File: config.mk
export PLATFORM = sky130hd
export DESIGN_NAME = ln_calc
export DESIGN_NICKNAME = d
export VERILOG_FILES = /design/src/rtl/ln_calc.sv
export SDC_FILE = /design/constraint.sdc
export NUM_CORES = 2
export LEC_CHECK = 0
export ABC_AREA = 1
export CAP_MARGIN = 20
export CORE_ASPECT_RATIO = 1.5
export CORE_MARGIN = 1.5
export CORE_UTILIZATION = 55
export CTS_CLUSTER_DIAMETER = 50
export DETAILED_ROUTE_END_ITERATION = 12
export GPL_TIMING_DRIVEN = 0
export HOLD_SLACK_MARGIN = 0.12
export PLACE_DENSITY = 0.77
export SLEW_MARGIN = 25
export SYNTH_ARGS = -nofsm -noshare
export SYNTH_HDL_FRONTEND = slang
export SYNTH_SLANG_ARGS = --single-unit
File: constraint.sdc
create_clock -name clk -period 283 [get_ports clk]
set_clock_uncertainty 0.2 [all_clocks]
set_input_delay 28.3 -clock clk [delete_from_list [all_inputs] [get_ports clk]]
set_output_delay 28.3 -clock clk [all_outputs]
set_load 0.01 [all_outputs]
File: src/rtl/ln_calc.sv
// ln_calc: iterative fixed-point natural log via m*2^k reduction and a 2*atanh series.
// Define LN_INVALID_FLAG_EN to add the invalid output for num<=0.
module ln_calc #(
  parameter int DATA_WIDTH   = 16,
  parameter int FIXED_PNT    = 8,
  parameter int SERIES_TERMS = 6,
  parameter int GUARD_BITS   = 4
)(
  input  logic                         clk,
  input  logic                         rst,
  input  logic                         enable,
  input  logic signed [DATA_WIDTH-1:0] num,
  output logic signed [DATA_WIDTH-1:0] ln_num,
  output logic                         data_ready
`ifdef LN_INVALID_FLAG_EN
  ,
  output logic                         invalid
`endif
);
  localparam int IW = DATA_WIDTH + GUARD_BITS + 2;
  localparam int W2 = 2 * IW;
  localparam int F  = FIXED_PNT + GUARD_BITS;
  localparam int MW = $clog2(DATA_WIDTH);
  localparam logic signed [IW-1:0] ONE = IW'(1 << F);
  localparam logic signed [IW-1:0] LN2 = IW'(int'(0.6931471805599453 * 2.0**F));
  localparam logic signed [IW-1:0] HI  = IW'((1 << (DATA_WIDTH-1)) - 1);
  localparam logic signed [IW-1:0] LO  = ~HI;
  localparam logic signed [DATA_WIDTH-1:0] MIN = {1'b1, {(DATA_WIDTH-1){1'b0}}};

  typedef enum logic [2:0] {IDLE, NORM, DIVY, SERIES, COMBINE} state_t;
  state_t state;
  logic enable_d, start;
  logic signed [DATA_WIDTH-1:0] x, out_n;
  logic signed [IW-1:0] k, m, y2, acc, term;
  logic signed [IW-1:0] k_n, m_n, y_n, y2_n, term_n, acc_n, ln_w, ln_q;
  logic [MW-1:0] msb;
  logic [3:0] n;

  assign start = enable & ~enable_d;

  always_comb begin
    msb = '0;
    for (int i = 0; i < DATA_WIDTH; i++) if (x[i]) msb = MW'(i);
  end

  always_comb begin
    k_n    = IW'($signed({1'b0, msb})) - IW'(FIXED_PNT);
    m_n    = (int'(msb) > F) ? IW'(x) >>> (int'(msb) - F) : IW'(x) <<< (F - int'(msb));
    y_n    = IW'((W2'(m - ONE) <<< F) / W2'(m + ONE));
    y2_n   = IW'((W2'(y_n) * W2'(y_n)) >>> F);
    term_n = IW'((W2'(term) * W2'(y2)) >>> F);
    acc_n  = acc + term_n / $signed({{(IW-5){1'b0}}, n, 1'b1});
    ln_w   = k * LN2 + (acc_n <<< 1);
    // bias negatives before the arithmetic shift so truncation goes toward zero
    ln_q   = (ln_w + (ln_w[IW-1] ? IW'((1 << GUARD_BITS) - 1) : IW'(0))) >>> GUARD_BITS;
    out_n  = ln_q > HI ? HI[DATA_WIDTH-1:0] : ln_q < LO ? LO[DATA_WIDTH-1:0] : ln_q[DATA_WIDTH-1:0];
  end

  always_ff @(posedge clk or posedge rst) begin
    if (rst) begin
      state      <= IDLE;
      enable_d   <= 1'b0;
      ln_num     <= '0;
      data_ready <= 1'b0;
      x          <= '0;
      k          <= '0;
      m          <= '0;
      y2         <= '0;
      acc        <= '0;
      term       <= '0;
      n          <= '0;
    end else begin
      enable_d   <= enable;
      data_ready <= 1'b0;
      if (state != IDLE && !enable) state <= IDLE;
      else case (state)
        IDLE: begin
          if (start && num > 0) begin
            x     <= num;
            state <= NORM;
          end else if (start) begin
            ln_num     <= MIN;
            data_ready <= 1'b1;
          end
        end
        NORM: begin
          k     <= k_n;
          m     <= m_n;
          state <= DIVY;
        end
        DIVY: begin
          acc   <= y_n;
          term  <= y_n;
          y2    <= y2_n;
          n     <= 4'd1;
          state <= (SERIES_TERMS > 2) ? SERIES : COMBINE;
        end
        // the final series term is folded into COMBINE
        SERIES: begin
          term <= term_n;
          acc  <= acc_n;
          n    <= n + 4'd1;
          if (n == 4'(SERIES_TERMS-2)) state <= COMBINE;
        end
        COMBINE: begin
          ln_num     <= out_n;
          data_ready <= 1'b1;
          state      <= IDLE;
        end
        default: state <= IDLE;
      endcase
    end
  end

`ifdef LN_INVALID_FLAG_EN
  always_ff @(posedge clk or posedge rst) begin
    if (rst) invalid <= 1'b0;
    else if (state == IDLE && start) invalid <= !(num > 0);
  end
`endif
endmodule

# == Word-level counts from Yosys, hierarchy flattened ==
# Cells that the tools add are included.
# totals
register_bits,151
latchBits,0
ram_bits,0
romBits,0
in_bits,19
out_inout_bits,17
wordCells,89
n_memories,0
# op_classes
add_sub_neg,9
n_mul,3
n_div,2
magnitude_cmp,4
n_eq_ne,9
shifts,2
n_mux,33
bitwise_logic,3
reduce_logical,13
# ops
operator,n
$pmux 22 s2,2
$mul 22x22->34,2
$mux 16,4
$add 22x22->22,2
$div 44x44->44,1
$mux 4,10
$pmux 16 s2,1
$sshl 16x32->22,1
$sshr 16x32->22,1
$add 22x14->23 const B,1
$sub 22x14->23 const B,1
$add 22x5->22,1
$div 22x6->22,1
$mul 22x13->22 const B,1
$mux 22,1
$gt 18x16->1 const B,1
$lt 18x16->1 const B,1
$mux 3,6
$gt 16x1->1 const B,1
$pmux 3 s4,1
$sub 4x4->5 const B,2
$pmux 4 s2,1
$reduce_and 2->1,4
$eq 3x2->1 const B,2
other kinds (20),29

# == Depth between registers and ports, before layout ==
# depth
word_depth,18
ltp_mapped,1127
mapped_depth_nobuf,1086

# == Worst setup path after synthesis ==
# Ideal clock, no wire load.
# synth_timing
path_type,reg2reg
startpoint,reg m[0]
endpoint,reg y2[20]
setup_ps,134
arrival_ps,145264
t_required_ps,282666
setup_slack_ps,137402
stages_incl_launch_ff,1082
path_buffers,56
period_less_slack_ps,145598
path_cell_list,dfrtp_1 -> clkbuf_1 -> inv_1 -> buf_1 -> ha_1 -> inv_1 -> nor2_1 -> inv_1 -> nor2_1 -> inv_1 -> nor3_1 -> and2_1 -> inv_1 -> nor2_1 -> inv_1 -> nor2_1 -> nand3_1 -> o31ai_1 -> [1046 not listed] -> inv_1 -> fa_1 -> inv_1 -> ha_1 -> inv_1 -> o31ai_1 -> nor2_1 -> nor2_1 -> inv_1 -> nor3_1 -> nand2_1 -> nand2_1 -> a21boi_0 -> o21ai_0 -> a31oi_1 -> o41ai_1 -> xor2_1 -> o21ai_0
# synth_between
elab_chain_cells,3
elab_cells_between_ends,4
classes_between,add/sub (2); mul (1); div (1)
# synth_lines
item,line,source
"start, declared",34,"logic signed [IW-1:0] k, m, y2, acc, term;"
"start signal, assigned",88,m <= m_n;
$sub 22x14->23 / $add 22x14->23 (equally long branches),49,y_n = IW'((W2'(m - ONE) <<< F) / W2'(m + ONE));
$div 44x44->44 (*),49,
$mul 22x22->34 (*),50,y2_n = IW'((W2'(y_n) * W2'(y_n)) >>> F);
"end signal, assigned",94,y2 <= y2_n;
"end, declared",34,
# Every way passes the cells marked *; elsewhere a longest branch is shown, timed or not.
# A chain may end at the register's enable or synchronous reset.

==> impl_metrics.json <==
{
  "outcome": "complete, no violations",
  "hold_slack_ns": 0.275,
  "critPathLaunch": "m[0]$_DFFE_PP0P_",
  "clock-sinks": 132,
  "postRouteWirelength_um": 338000,
  "fp.dieArea_um2": 178000,
  "rsz0062_at_grt": "no",
  "cts_setup_buffers": 0,
  "ant_nets": 0,
  "hold_start": "ln_num[2]$_DFFE_PP0P_",
  "clock_path_buffers": 2,
  "final_common_cell": "nand2_1",
  "nets": 17500,
  "initial_core_util_pct": 55.3,
  "synth.avg_cell_area_um2": 6.45,
  "clock-root-buffer": "clkbuf_16",
  "fp.dieW_um": 345,
  "cp-end-kind": "register",
  "post-place-cells": 17600,
  "timing.rr.start": "m[0]$_DFFE_PP0P_",
  "synth-seq-cells": 132,
  "synth_ff_type": "dfrtp_1",
  "grt_pass1_wl_um": 521000,
  "path_common_cell": "nand2_1",
  "finalSetupViolCount": 0,
  "grt.total_usage_pct": 37.5,
  "h-tree-depth": 4,
  "synth_edf_count": 0,
  "first_iter_violations": 6118,
  "cpMaxStageDelayCell": "xor2_1",
  "viasPerCell": 5.68,
  "synth_area_um2": 96600,
  "postCtsHoldBufs": 0,
  "cp_max_fo": 21,
  "cts_tree": "yes",
  "post_cts_resized": 0,
  "fin_cells": 17700,
  "final_cell_mix": "nand2_1, inv_1, nor2_1",
  "grt_pass1_vias": 99200,
  "first_pass_iters": 8,
  "finalHoldViolCount": 0,
  "hold_path_class": "reg -> reg",
  "drv_cap": 0,
  "die_h_um": 516,
  "gp_congestion": 1.07,
  "period_share_pct": 67.0,
  "fillers": 17200,
  "cp_slowest_stage_delay_ns": 0.95,
  "drv_slew": 0,
  "synth_cells": 15000,
  "grt_max_degree": 92,
  "finalSetupTns_ns": 0,
  "crit_required_ns": 283.10,
  "synth-seq-area-share_pct": 3.42,
  "cts_made_buffers": 17,
  "yosysWarnings": 0,
  "overflow": 0,
  "crit_arrival_ns": 189.73,
  "num_rows": 188,
  "tightest_slew_ns": 1.18,
  "dp_hpwl_um": 284000,
  "path_clk_slew_ns": 0.07,
  "core_area_um2": 175000,
  "drive_gt1_share_pct": 4.04,
  "io_buffers": 35,
  "clock.fmax_mhz": 5.27,
  "ioPinCount": 36,
  "min_period_ns": 189.63,
  "reg2reg_slack_ns": 93.37,
  "drc": 0,
  "critPathKind": "reg -> reg",
  "num_vias": 100000,
  "crit_path_start_kind": "register",
  "relSlewSlack_pct": 20.4,
  "syn2layout_area_growth_pct": 6.43,
  "antenna_found_initial": 13,
  "synthDistinctLibCells": 94,
  "routedWlPerCell_um": 19.2,
  "synthArstFlopShare_pct": 100,
  "clock_latency_ns": 0.48
}
state kept, by name, summed over array words and instances, names as in the netlist, 4 cells and up:
signal / flops
acc: 21
k: 4
ln_num: 16
m: 22
n: 4
term: 22
x: 16
y2: 22
worst max-delay path: cells and delay by family (launching register included):
kind	cells	cell delay, ns
AO/OA/AOI/OAI	319	62.90
buffers and inverters	204	34.67
AND/OR/NAND/NOR	268	31.38
adder cells (fa/ha/maj)	44	15.30
XOR/XNOR	2	1.68
flip-flops	1	0.46
multiplexers	1	0.16
layout make-up:
class / count / area, um^2 / area share, %
Antenna cell: 9 / 22.5 / 0.0219
Buffer: 361 / 1600 / 1.56
Clock buffer: 17 / 425 / 0.414
Clock inverter: 15 / 163 / 0.158
Inverter: 2581 / 9740 / 9.48
Multi-Input combinational cell: 12200 / 83200 / 80.9
Sequential cell: 132 / 3300 / 3.21
Tap cell: 2280 / 2850 / 2.78
Timing Repair Buffer: 89 / 1530 / 1.48
cells by family after synthesis:
logic type                 synth area share, %
and+or+nand+nor                           26.3
xor gates and xnor gates                  8.93
adders and majority gates                 33.7
other                                  0.00778
buffers and inverters                     11.7
muxes                                   0.0207
DFF                                       3.42
AOI/OAI and AO/OA                         15.9
metrics by stage:
| step | instance area [um^2] | utilization [%] | worst slack [ns] |
|---|---|---|---|
| after floorplan | 97600 | - | 137.40 |
| after detailed placement | 102000 | 58.4 | 98.57 |
| after global placement | 101000 | 57.7 | 92.97 |
| final | 103000 | 58.8 | 93.37 |
| after CTS | 103000 | 58.8 | 98.07 |
| after global routing | 103000 | 58.8 | 76.88 |
routing by layer:
layer	GRT usage (%)	up-vias	share of wire (%)
met5	0	-	0.015
met4	41.6	8	14
met3	7.29	1845	6.7
met2	66.8	3806	48
met1	34.2	45900	32
li1	-	48700	-
path summary, 6_finish.rpt:
kind | to | cells after the start
worst max-delay path | y2[21]$_DFFE_PP0P_ | 838
worst min-delay path | ln_num[2]$_DFFE_PP0P_ | 2
worst max register to register | y2[21]$_DFFE_PP0P_ | 1072
worst min register to register | ln_num[2]$_DFFE_PP0P_ | 2
max in group asynchronous | acc[1]$_DFFE_PP0P_ | 3
min in group asynchronous | term[1]$_DFFE_PP0P_ | 2
Yosys cell counts, drive strengths merged (106+ instances only):
master / number / share of area (%)
a21o: 106 / 0.83
a21oi: 1363 / 7.1
clkbuf: 280 / 1.1
dfrtp: 132 / 3.4
fa: 766 / 16
ha: 1375 / 18
inv: 2554 / 9.9
nand2: 3300 / 13
nand3: 550 / 3.2
nand4: 135 / 0.91
nor2: 1656 / 6.7
nor3: 129 / 0.73
o21ai: 892 / 4.6
or2: 114 / 0.74
xnor2: 386 / 3.5
xor2: 594 / 5.4
Power is left out: the tool's default activity adds up to more than one toggle a clock period on the data nets, which glitch-free logic cannot reach.
